--- src/rtl/st7735_seq.sv ---
// ST7735 display sequencer: hardware reset, controller init list, then
// repeated full-screen frames (window setup + RAMWR + RGB565 pixel stream)
// presented one byte at a time to a downstream SPI byte engine.
module st7735_seq #(
    parameter int WIDTH        = 128,
    parameter int HEIGHT       = 160,
    parameter int RST_LOW_CYC  = 120000,
    parameter int RST_WAIT_CYC = 1440000
) (
    input  logic        clk,
    input  logic        resetn,
    input  logic        run,
    output logic        lcd_rst,
    output logic [7:0]  tx_byte,
    output logic        tx_dc,
    output logic        tx_valid,
    input  logic        tx_ready,
    input  logic [15:0] pix_data,
    input  logic        pix_valid,
    output logic        pix_ready,
    output logic        init_done,
    output logic        frame_start
);

    localparam int MAX_DLY = (RST_LOW_CYC > RST_WAIT_CYC) ? RST_LOW_CYC : RST_WAIT_CYC;
    localparam int CNT_W   = $clog2(MAX_DLY + 1);
    localparam int NPIX    = WIDTH * HEIGHT;
    localparam int PIX_W   = (NPIX > 1) ? $clog2(NPIX) : 1;

    localparam logic [CNT_W-1:0] RST_LOW_LAST  = CNT_W'(RST_LOW_CYC - 1);
    localparam logic [CNT_W-1:0] RST_WAIT_LAST = CNT_W'(RST_WAIT_CYC - 1);
    localparam logic [PIX_W-1:0] PIX_LAST      = PIX_W'(NPIX - 1);
    localparam logic [7:0]       X_END         = 8'(WIDTH - 1);
    localparam logic [7:0]       Y_END         = 8'(HEIGHT - 1);

    typedef enum logic [3:0] {
        RST_LO,
        RST_WAIT,
        INIT,
        SLP_WAIT,
        IDLE,
        WIN,
        PIX_GET,
        PIX_HI,
        PIX_LO
    } state_t;

    state_t             state;
    logic [CNT_W-1:0]   cnt;
    logic [3:0]         idx;
    logic [PIX_W-1:0]   pix_cnt;
    logic [15:0]        pix;
    logic               xfer;

    assign xfer = tx_valid & tx_ready;

    // Init list as {dc, byte}; entry 0 (SLPOUT) is followed by the sleep-out wait
    function automatic logic [8:0] init_entry(input logic [3:0] i);
        case (i)
            4'd0:    init_entry = {1'b0, 8'h11};
            4'd1:    init_entry = {1'b0, 8'h3A};
            4'd2:    init_entry = {1'b1, 8'h05};
            4'd3:    init_entry = {1'b0, 8'h36};
            4'd4:    init_entry = {1'b1, 8'h00};
            default: init_entry = {1'b0, 8'h29};
        endcase
    endfunction

    // Full-screen window (CASET, RASET) followed by RAMWR, as {dc, byte}
    function automatic logic [8:0] win_entry(input logic [3:0] i);
        case (i)
            4'd0:    win_entry = {1'b0, 8'h2A};
            4'd1,
            4'd2,
            4'd3:    win_entry = {1'b1, 8'h00};
            4'd4:    win_entry = {1'b1, X_END};
            4'd5:    win_entry = {1'b0, 8'h2B};
            4'd6,
            4'd7,
            4'd8:    win_entry = {1'b1, 8'h00};
            4'd9:    win_entry = {1'b1, Y_END};
            default: win_entry = {1'b0, 8'h2C};
        endcase
    endfunction

    // Sequencer FSM; every output is a register loaded on the edge that enters
    // the state needing it, so tx_byte/tx_dc only move on a transfer edge
    always_ff @(posedge clk) begin
        if (!resetn) begin
            state       <= RST_LO;
            cnt         <= '0;
            idx         <= '0;
            pix_cnt     <= '0;
            pix         <= '0;
            lcd_rst     <= 1'b0;
            tx_valid    <= 1'b0;
            tx_dc       <= 1'b0;
            tx_byte     <= 8'h00;
            pix_ready   <= 1'b0;
            init_done   <= 1'b0;
            frame_start <= 1'b0;
        end else begin
            frame_start <= 1'b0;
            case (state)
                RST_LO: begin
                    if (cnt == RST_LOW_LAST) begin
                        state   <= RST_WAIT;
                        cnt     <= '0;
                        lcd_rst <= 1'b1;
                    end else begin
                        cnt <= cnt + CNT_W'(1);
                    end
                end
                RST_WAIT: begin
                    if (cnt == RST_WAIT_LAST) begin
                        state            <= INIT;
                        cnt              <= '0;
                        idx              <= 4'd0;
                        {tx_dc, tx_byte} <= init_entry(4'd0);
                        tx_valid         <= 1'b1;
                    end else begin
                        cnt <= cnt + CNT_W'(1);
                    end
                end
                INIT: begin
                    if (xfer) begin
                        if (idx == 4'd0) begin
                            state    <= SLP_WAIT;
                            cnt      <= '0;
                            tx_valid <= 1'b0;
                        end else if (idx == 4'd5) begin
                            state     <= IDLE;
                            tx_valid  <= 1'b0;
                            init_done <= 1'b1;
                        end else begin
                            idx              <= idx + 4'd1;
                            {tx_dc, tx_byte} <= init_entry(idx + 4'd1);
                        end
                    end
                end
                SLP_WAIT: begin
                    if (cnt == RST_WAIT_LAST) begin
                        state            <= INIT;
                        cnt              <= '0;
                        idx              <= 4'd1;
                        {tx_dc, tx_byte} <= init_entry(4'd1);
                        tx_valid         <= 1'b1;
                    end else begin
                        cnt <= cnt + CNT_W'(1);
                    end
                end
                IDLE: begin
                    if (run) begin
                        state            <= WIN;
                        idx              <= 4'd0;
                        {tx_dc, tx_byte} <= win_entry(4'd0);
                        tx_valid         <= 1'b1;
                    end
                end
                WIN: begin
                    if (xfer) begin
                        if (idx == 4'd10) begin
                            state       <= PIX_GET;
                            tx_valid    <= 1'b0;
                            pix_ready   <= 1'b1;
                            frame_start <= 1'b1;
                            pix_cnt     <= '0;
                        end else begin
                            idx              <= idx + 4'd1;
                            {tx_dc, tx_byte} <= win_entry(idx + 4'd1);
                        end
                    end
                end
                PIX_GET: begin
                    if (pix_valid && pix_ready) begin
                        state     <= PIX_HI;
                        pix       <= pix_data;
                        pix_ready <= 1'b0;
                        tx_valid  <= 1'b1;
                        tx_dc     <= 1'b1;
                        tx_byte   <= pix_data[15:8];
                    end
                end
                PIX_HI: begin
                    if (xfer) begin
                        state   <= PIX_LO;
                        tx_byte <= pix[7:0];
                    end
                end
                PIX_LO: begin
                    if (xfer) begin
                        tx_valid <= 1'b0;
                        if (pix_cnt == PIX_LAST) begin
                            pix_cnt <= '0;
                            state   <= IDLE;
                        end else begin
                            pix_cnt   <= pix_cnt + PIX_W'(1);
                            state     <= PIX_GET;
                            pix_ready <= 1'b1;
                        end
                    end
                end
                default: begin
                    state    <= RST_LO;
                    cnt      <= '0;
                    lcd_rst  <= 1'b0;
                    tx_valid <= 1'b0;
                end
            endcase
        end
    end

endmodule
--- config.mk ---
export PLATFORM = sky130hd
export DESIGN_NAME = st7735_seq
export DESIGN_NICKNAME = d
export VERILOG_FILES = /design/src/rtl/st7735_seq.sv
export SDC_FILE = /design/constraint.sdc
export NUM_CORES = 1
export LEC_CHECK = 0
export ABC_CLOCK_PERIOD_IN_PS = 2530
export CAP_MARGIN = 20
export CORE_AREA = 8 8 93 95
export DETAILED_ROUTE_END_ITERATION = 6
export DIE_AREA = 0 0 101 103
export PLACE_DENSITY = 0.78
export SLEW_MARGIN = 25
export SYNTH_ARGS = -nofsm -noshare
export SYNTH_HDL_FRONTEND = slang
export SYNTH_SLANG_ARGS = --single-unit
--- constraint.sdc ---
create_clock -name clk -period 2.53 [get_ports clk]
set_input_delay 0.506 -clock clk [delete_from_list [all_inputs] [get_ports clk]]
set_output_delay 0.506 -clock clk [all_outputs]
set_load 0.01 [all_outputs]
# ---- After elaboration in Yosys (flattened, before gate mapping)
# Memories as Yosys holds them, arrays and structs flattened.
# Cells that the tools add are included.
dict set report word_totals {
  memories 1
  romBits 144
  ff_bits 66
  out_inout_bits 14
  in_bits 21
  word_cells 151
}
# name words width rd rd_ports_with_merged_regs wr line_no
set memory_table {}
lappend memory_table {{(no name shown)} 16 9 1 0 0 71} ;# case (i)
dict set report op_classes {
  bitwise_logic 5
  reduce_logical 25
  n_eq_ne 34
  muxes 71
  addsub 3
}
# operator n
set op_table {}
lappend op_table {{$mux W21} 4}
lappend op_table {{$pmux W21 S4} 1}
lappend op_table {{$mux W8} 10}
lappend op_table {{$mux W4} 19}
lappend op_table {{$mux W15} 4}
lappend op_table {{$pmux W8 S7} 1}
lappend op_table {{$pmux W9 S5} 1}
lappend op_table {{$pmux W4 S8} 1}
lappend op_table {{$ne A2 B2 Y1 const B} 15}
lappend op_table {{$pmux W15 S2} 1}
lappend op_table {{$reduce_and A9 Y1} 3}
lappend op_table {{$eq A4 B3 Y1 const B} 6}
lappend op_table {{$mux W1} 23}
lappend op_table {{$add A21 B1 Y21 const B} 1}
lappend op_table {{$eq A21 B17 Y1 const B} 1}
lappend op_table {{$eq A21 B21 Y1 const B} 1}
lappend op_table {{$pmux W4 S5} 1}
lappend op_table {{$eq A4 B2 Y1 const B} 4}
lappend op_table {{$add A15 B1 Y15 const B} 1}
lappend op_table {{$eq A15 B15 Y1 const B} 1}
lappend op_table {{$logic_not A4 Y1} 3}
lappend op_table {{$reduce_and A11 Y1} 1}
lappend op_table {{$reduce_and A10 Y1} 1}
lappend op_table {{$reduce_bool A5 Y1} 2}
lappend op_table {{23 further kinds} 32}

# ---- Depth between registers and ports, before layout
# Gate-level depths: netlist (run 1).
dict set report depth {
  word_depth 7
  depth_mapped 9
  depth_no_buf 8
}

# ---- Worst setup path before layout (run 1)
# OpenSTA, ideal clock, no wires.
dict set report synth_path {
  path_kind {reg-to-reg}
  startpoint {reg idx[0]}
  endpoint {reg cnt[3]}
  arrival_ps 2056
  setup_ps 114
  setup_slack_ps 360
  stages_incl_launch_ff 9
  required_ps 2416
  synth_period_minus_slack_ps 2170
  cell_sequence {dfxtp_1 inv_1 ha_1 nor3b_2 a2111oi_2 nor2_1 nand4_1 xor2_1 nor2_1}
}
dict set report synth_between {
  elab_chain_len 3
}
# element line_no
set synth_lines {}
lappend synth_lines {{start: declaration} 50} ;# logic [3:0] idx;
lappend synth_lines {{start signal: assignment} 136} ;# idx <= idx + 4'd1;
lappend synth_lines {{start signal: assignment} 169} ;# idx <= idx + 4'd1;
lappend synth_lines {{$logic_not A4 Y1} 127} ;# if (idx == 4'd0) begin
lappend synth_lines {{$ne A2 B2 Y1 (no line)} --}
lappend synth_lines {{$reduce_and A3 Y1 (no line)} --}
lappend synth_lines {{end signal: assignment} 111} ;# cnt <= cnt + CNT_W'(1);
lappend synth_lines {{end signal: assignment} 122} ;# cnt <= cnt + CNT_W'(1);
lappend synth_lines {{end signal: assignment} 149} ;# cnt <= cnt + CNT_W'(1);
lappend synth_lines {{end: declaration} 49} ;# logic [CNT_W-1:0] cnt;
# No other way between the ends.
# A chain may end at the register's enable or synchronous reset.

# ---- Final worst setup path (run 1)
dict set report layout_path {
  startpoint {reg idx[0]}
  endpoint {reg tx_byte[3]}
}
dict set report layout_between {
  elab_chain_len 7
  word_cells_on_any_way 21
  classes_between {1 x add/sub; 9 x eq/ne; 7 x mux; 3 x reduce/logical; 1 x memory}
}
# element line_no
set layout_lines {}
lappend layout_lines {{$add A4 B1 Y4} {137, 170}}
lappend layout_lines {{$eq A4 B3 Y1 (tied with other cells)} 59} ;# case (i)
lappend layout_lines {{$pmux W9 S5} 59}
lappend layout_lines {{$mux W8} 131} ;# end else if (idx == 4'd5) begin
lappend layout_lines {{$mux W8} 127}
lappend layout_lines {{$mux W8} 126} ;# if (xfer) begin
lappend layout_lines {{$pmux W8 S7} 104} ;# case (state)
lappend layout_lines {{end signal: assignment} 119} ;# {tx_dc, tx_byte} <= init_entry(4'd0);
lappend layout_lines {{end signal: assignment} 137} ;# {tx_dc, tx_byte} <= init_entry(idx + 4'd1);
lappend layout_lines {{end signal: assignment} 146} ;# {tx_dc, tx_byte} <= init_entry(4'd1);
lappend layout_lines {{end: declaration} 14} ;# output logic [7:0] tx_byte,
# Parallel ways exist; a longest one is shown, timed or not. The select of a mux whose other input is x is not followed.

==> flow_metrics.tcl, run 1 <==
set metrics [dict create \
    gp_congestion 1.01 \
    grt_pass1_wl_um 17900 \
    reg2reg_slack_ns 0.26 \
    critPathBufInv 1 \
    min_period_ns 2.27 \
    clk-insertion-delay-late_ns 0.36 \
    vdd.ir_drop.worst_mv 0.234 \
    report.final.slew_viol_count 0 \
    final_hold_viol_count 0 \
    die_y_um 103 \
    synth_flop_cell "dfxtp_1" \
    synth.net_count 516 \
    fin_worst_skew_ns 0.00920 \
    utilization_pct 66.8 \
    synthArstFlopShare_pct 0 \
    cp_top_family "compound AO/OA/AOI/OAI gates" \
    crit_end "tx_byte[3]" \
    finalCritPeriodShare_pct 89.8 \
    grt_antenna_before_repair 0 \
    crit_start "idx[0]" \
    tightest_slew_ns 0.551 \
    place_ws_ns -0.0552 \
    syn_area_sq_um 4020 \
    vias 3868 \
    cts.clk_slew.worst_paths_ns 0.08 \
    grt_max_degree 23 \
    hold_buffers 0 \
    via_per_inst 6.04 \
    fin_tns_setup_ns 0 \
    leakagePower_uw 0.00165 \
    hpwlAfterDp_um 7660 \
    worstRegToRegCells 8 \
    critPathMaxStageDelay_ns 0.31 \
    routed_wirelength_um 10500 \
    worstPathArrival_ns 2.51 \
    power_density_nw_per_um2 403 \
    start_util_pct 56.3 \
    status "complete, no violations" \
    synth-edff-count 0 \
    fp-row-count 31 \
    startpoint_type "flop" \
    hold_class "flop to flop" \
    reg2reg_to "tx_byte[3]" \
    crit_path_cell_trace "buf_4, ha_1, mux2_2, nor3b_4, nor4_2, o211ai_1, a2111oi_2, a21oi_1" \
    worst_slack_ns 0.257 \
    first_iter_violations 406 \
    ys_warn_count 0 \
    core_area_sq_um 7140 \
    syn_area_per_cell_sq_um 8.30 \
    clock_sinks 66 \
    path_class "flop to flop" \
    antennaDiodeCount 0 \
    max_cap_viol_count 0 \
    grt_pass1_vias 3842 \
    cp.required_ns 2.77 \
    wire_per_inst_um 16.4 \
    portBuffers 34 \
    mostFrequentLayoutCells "dfxtp_1, nor2_1, nand2_1" \
    max_freq_ghz 0.440 \
    route.detailed.drc 0 \
    die_w_um 101 \
    cpMaxStageDelayCell "dfxtp_1" \
    clk_path_buf_depth 2 \
    area_delta_synth_final_pct 18.6 \
    final_common_cell "dfxtp_1" \
    crit_fanout 7 \
    synth_cell_type_count 69 \
    crit_path_end_kind "flop" \
    grt_usage_pct 21.3 \
    cp.depth 8 \
    holdWs_ns 0.486 \
    synth_cells 484 \
    final_nets 568 \
    rsz0062_at_grt "no" \
    drive_above_1_share_pct 14.6 \
    htreeDepth 3 \
    relSlewSlack_pct 63.1 \
    numCtsBuffers 9 \
    finalSetupViolCount 0 \
    final_antenna_net_count 0 \
    drtPass1Iterations 5 \
    dieArea_sq_um 10400 \
    io_pins 35 \
    synth-seq-cells 66 \
    r2r-start "idx[0]" \
    finalPower_uw 1920 \
    ys_seq_area_share_pct 32.9 \
    grt-ovfl-total 0 \
    cts-root-buf "clkbuf_8" \
    tritoncts "yes" \
]
## kinds of logic after synthesis
group	after synthesis	synth area share (%)
simple gates	216	29.7
mux	20	5.11
buf+inv	35	4.14
xor+xnor	31	6.76
flops	66	32.9
fa+ha+maj	11	3.43
compound gates	105	18.0
## cell type report
type / count / area, sq um
fill: 617 / 2370
clock buffer: 11 / 141
sequential: 66 / 1320
multi-input combinational: 383 / 2530
timing repair buffer: 66 / 581
tap: 99 / 124
inverter: 10 / 37.5
clock inverter: 5 / 30.0
## power by group
part           switching [uW]  total (uW)  internal [uW]
clock                     421         798            377
sequential               5.16        1050           1040
combinational            30.2        72.9           42.7
## worst min-delay path by stage
| stage | startpoint | to | slack (ns) | cells after the start |
|---|---|---|---|---|
| after floorplan | pix_cnt[1] | pix_cnt[1] | 0.45 | 2 |
| after global placement | init_done | init_done | 0.46 | 1 |
| after detailed placement | init_done | init_done | 0.47 | 1 |
| after CTS | init_done | init_done | 0.49 | 1 |
| after global routing | pix_cnt[1] | pix_cnt[1] | 0.52 | 2 |
| final | pix_cnt[1] | pix_cnt[1] | 0.49 | 2 |
## timing repair
| item | in CTS | in global routing |
|---|---|---|
| resized for setup | 0 | 1 |
| endpoints found under the setup margin | 0 | 1 |
| buffers inserted | 0 | 0 |
| hold endpoints to repair | 0 | 0 |
## synthesized netlist by cell type (3+ instances only)
| cell type | count | area share, % |
|---|---|---|
| dfxtp_1 | 66 | 33 |
| nor2_1 | 51 | 4.8 |
| nand2_1 | 48 | 4.5 |
| o21ai_0 | 25 | 3.1 |
| a21oi_1 | 24 | 3.0 |
| nand3_1 | 24 | 3.0 |
| xor2_1 | 17 | 3.7 |
| mux2i_1 | 16 | 4.0 |
| nor2b_1 | 15 | 2.3 |
| xnor2_1 | 14 | 3.1 |
| nor3_1 | 13 | 1.6 |
| clkbuf_1 | 12 | 1.1 |
| ha_1 | 11 | 3.4 |
| nand4_1 | 11 | 1.7 |
| inv_1 | 9 | 0.84 |
| buf_2 | 7 | 0.87 |
| a31oi_1 | 6 | 0.93 |
| and2_1 | 6 | 0.93 |
| and3_1 | 6 | 0.93 |
| o211ai_1 | 6 | 1.1 |
| o22ai_1 | 5 | 0.78 |
| a211oi_1 | 4 | 0.75 |
| mux2_2 | 4 | 1.1 |
| nor4_1 | 4 | 0.62 |
| o21a_1 | 4 | 0.75 |
| o21ai_1 | 4 | 0.50 |
| a2111oi_2 | 3 | 1.1 |
| and4_1 | 3 | 0.65 |
| buf_4 | 3 | 0.56 |
| nand2b_1 | 3 | 0.47 |
| nor3_2 | 3 | 0.75 |
| nor3b_1 | 3 | 0.56 |
| o221a_2 | 3 | 0.84 |
| o31ai_1 | 3 | 0.56 |
| or2_2 | 3 | 0.47 |
## metal layers
metal,track usage (%),vias to the layer above,share of wire (%)
li1,-,1852,-
met1,24.5,1790,41
met2,35.6,186,48
met3,5.27,40,7.1
met4,12.1,0,3.2
met5,0,-,0
## state kept, by name, indices dropped and copies added (netlist names)
signal       count
tx_dc            1
tx_byte          8
pix              8
idx              4
pix_cnt         15
cnt             21
tx_valid         1
init_done        1
pix_ready        1
state            4
frame_start      1
lcd_rst          1
## per-stage QoR
stage / instances / cell area, sq um
2_1_floorplan: 484 / 4020
3_3_place_gp: 624 / 4590
3_5_place_dp: 624 / 4590
4_1_cts: 640 / 4760
5_1_grt: 640 / 4760
6_report: 640 / 4760
## tightest hold or removal path, cell delays in order, from the launching register on
cell and delay [ns]:
dfxtp_1 0.33, nand2_1 0.06, a21oi_1 0.05
No activity file was read; power rests on OpenSTA's default activity.
==> run 2: changes to the inputs <==
--- a/config.mk
+++ b/config.mk
@@ -6,7 +6,6 @@
 export NUM_CORES = 1
 export LEC_CHECK = 0
 export ABC_CLOCK_PERIOD_IN_PS = 2530
-export CAP_MARGIN = 20
 export CORE_AREA = 8 8 93 95
 export DETAILED_ROUTE_END_ITERATION = 6
 export DIE_AREA = 0 0 101 103
==> results of run 2 <==
Final layout, timing and power as in run 1 (identical DEF).
==> run 3: changes to the inputs <==
--- a/config.mk
+++ b/config.mk
@@ -6,11 +6,14 @@
 export NUM_CORES = 1
 export LEC_CHECK = 0
 export ABC_CLOCK_PERIOD_IN_PS = 2530
+export CAP_MARGIN = 30
 export CORE_AREA = 8 8 93 95
 export DETAILED_ROUTE_END_ITERATION = 6
 export DIE_AREA = 0 0 101 103
+export HOLD_SLACK_MARGIN = 0.02
 export PLACE_DENSITY = 0.78
 export SLEW_MARGIN = 25
 export SYNTH_ARGS = -nofsm -noshare
 export SYNTH_HDL_FRONTEND = slang
 export SYNTH_SLANG_ARGS = --single-unit
+export TNS_END_PERCENT = 1
==> results of run 3 <==
Final layout, timing and power as in run 1 (identical DEF).
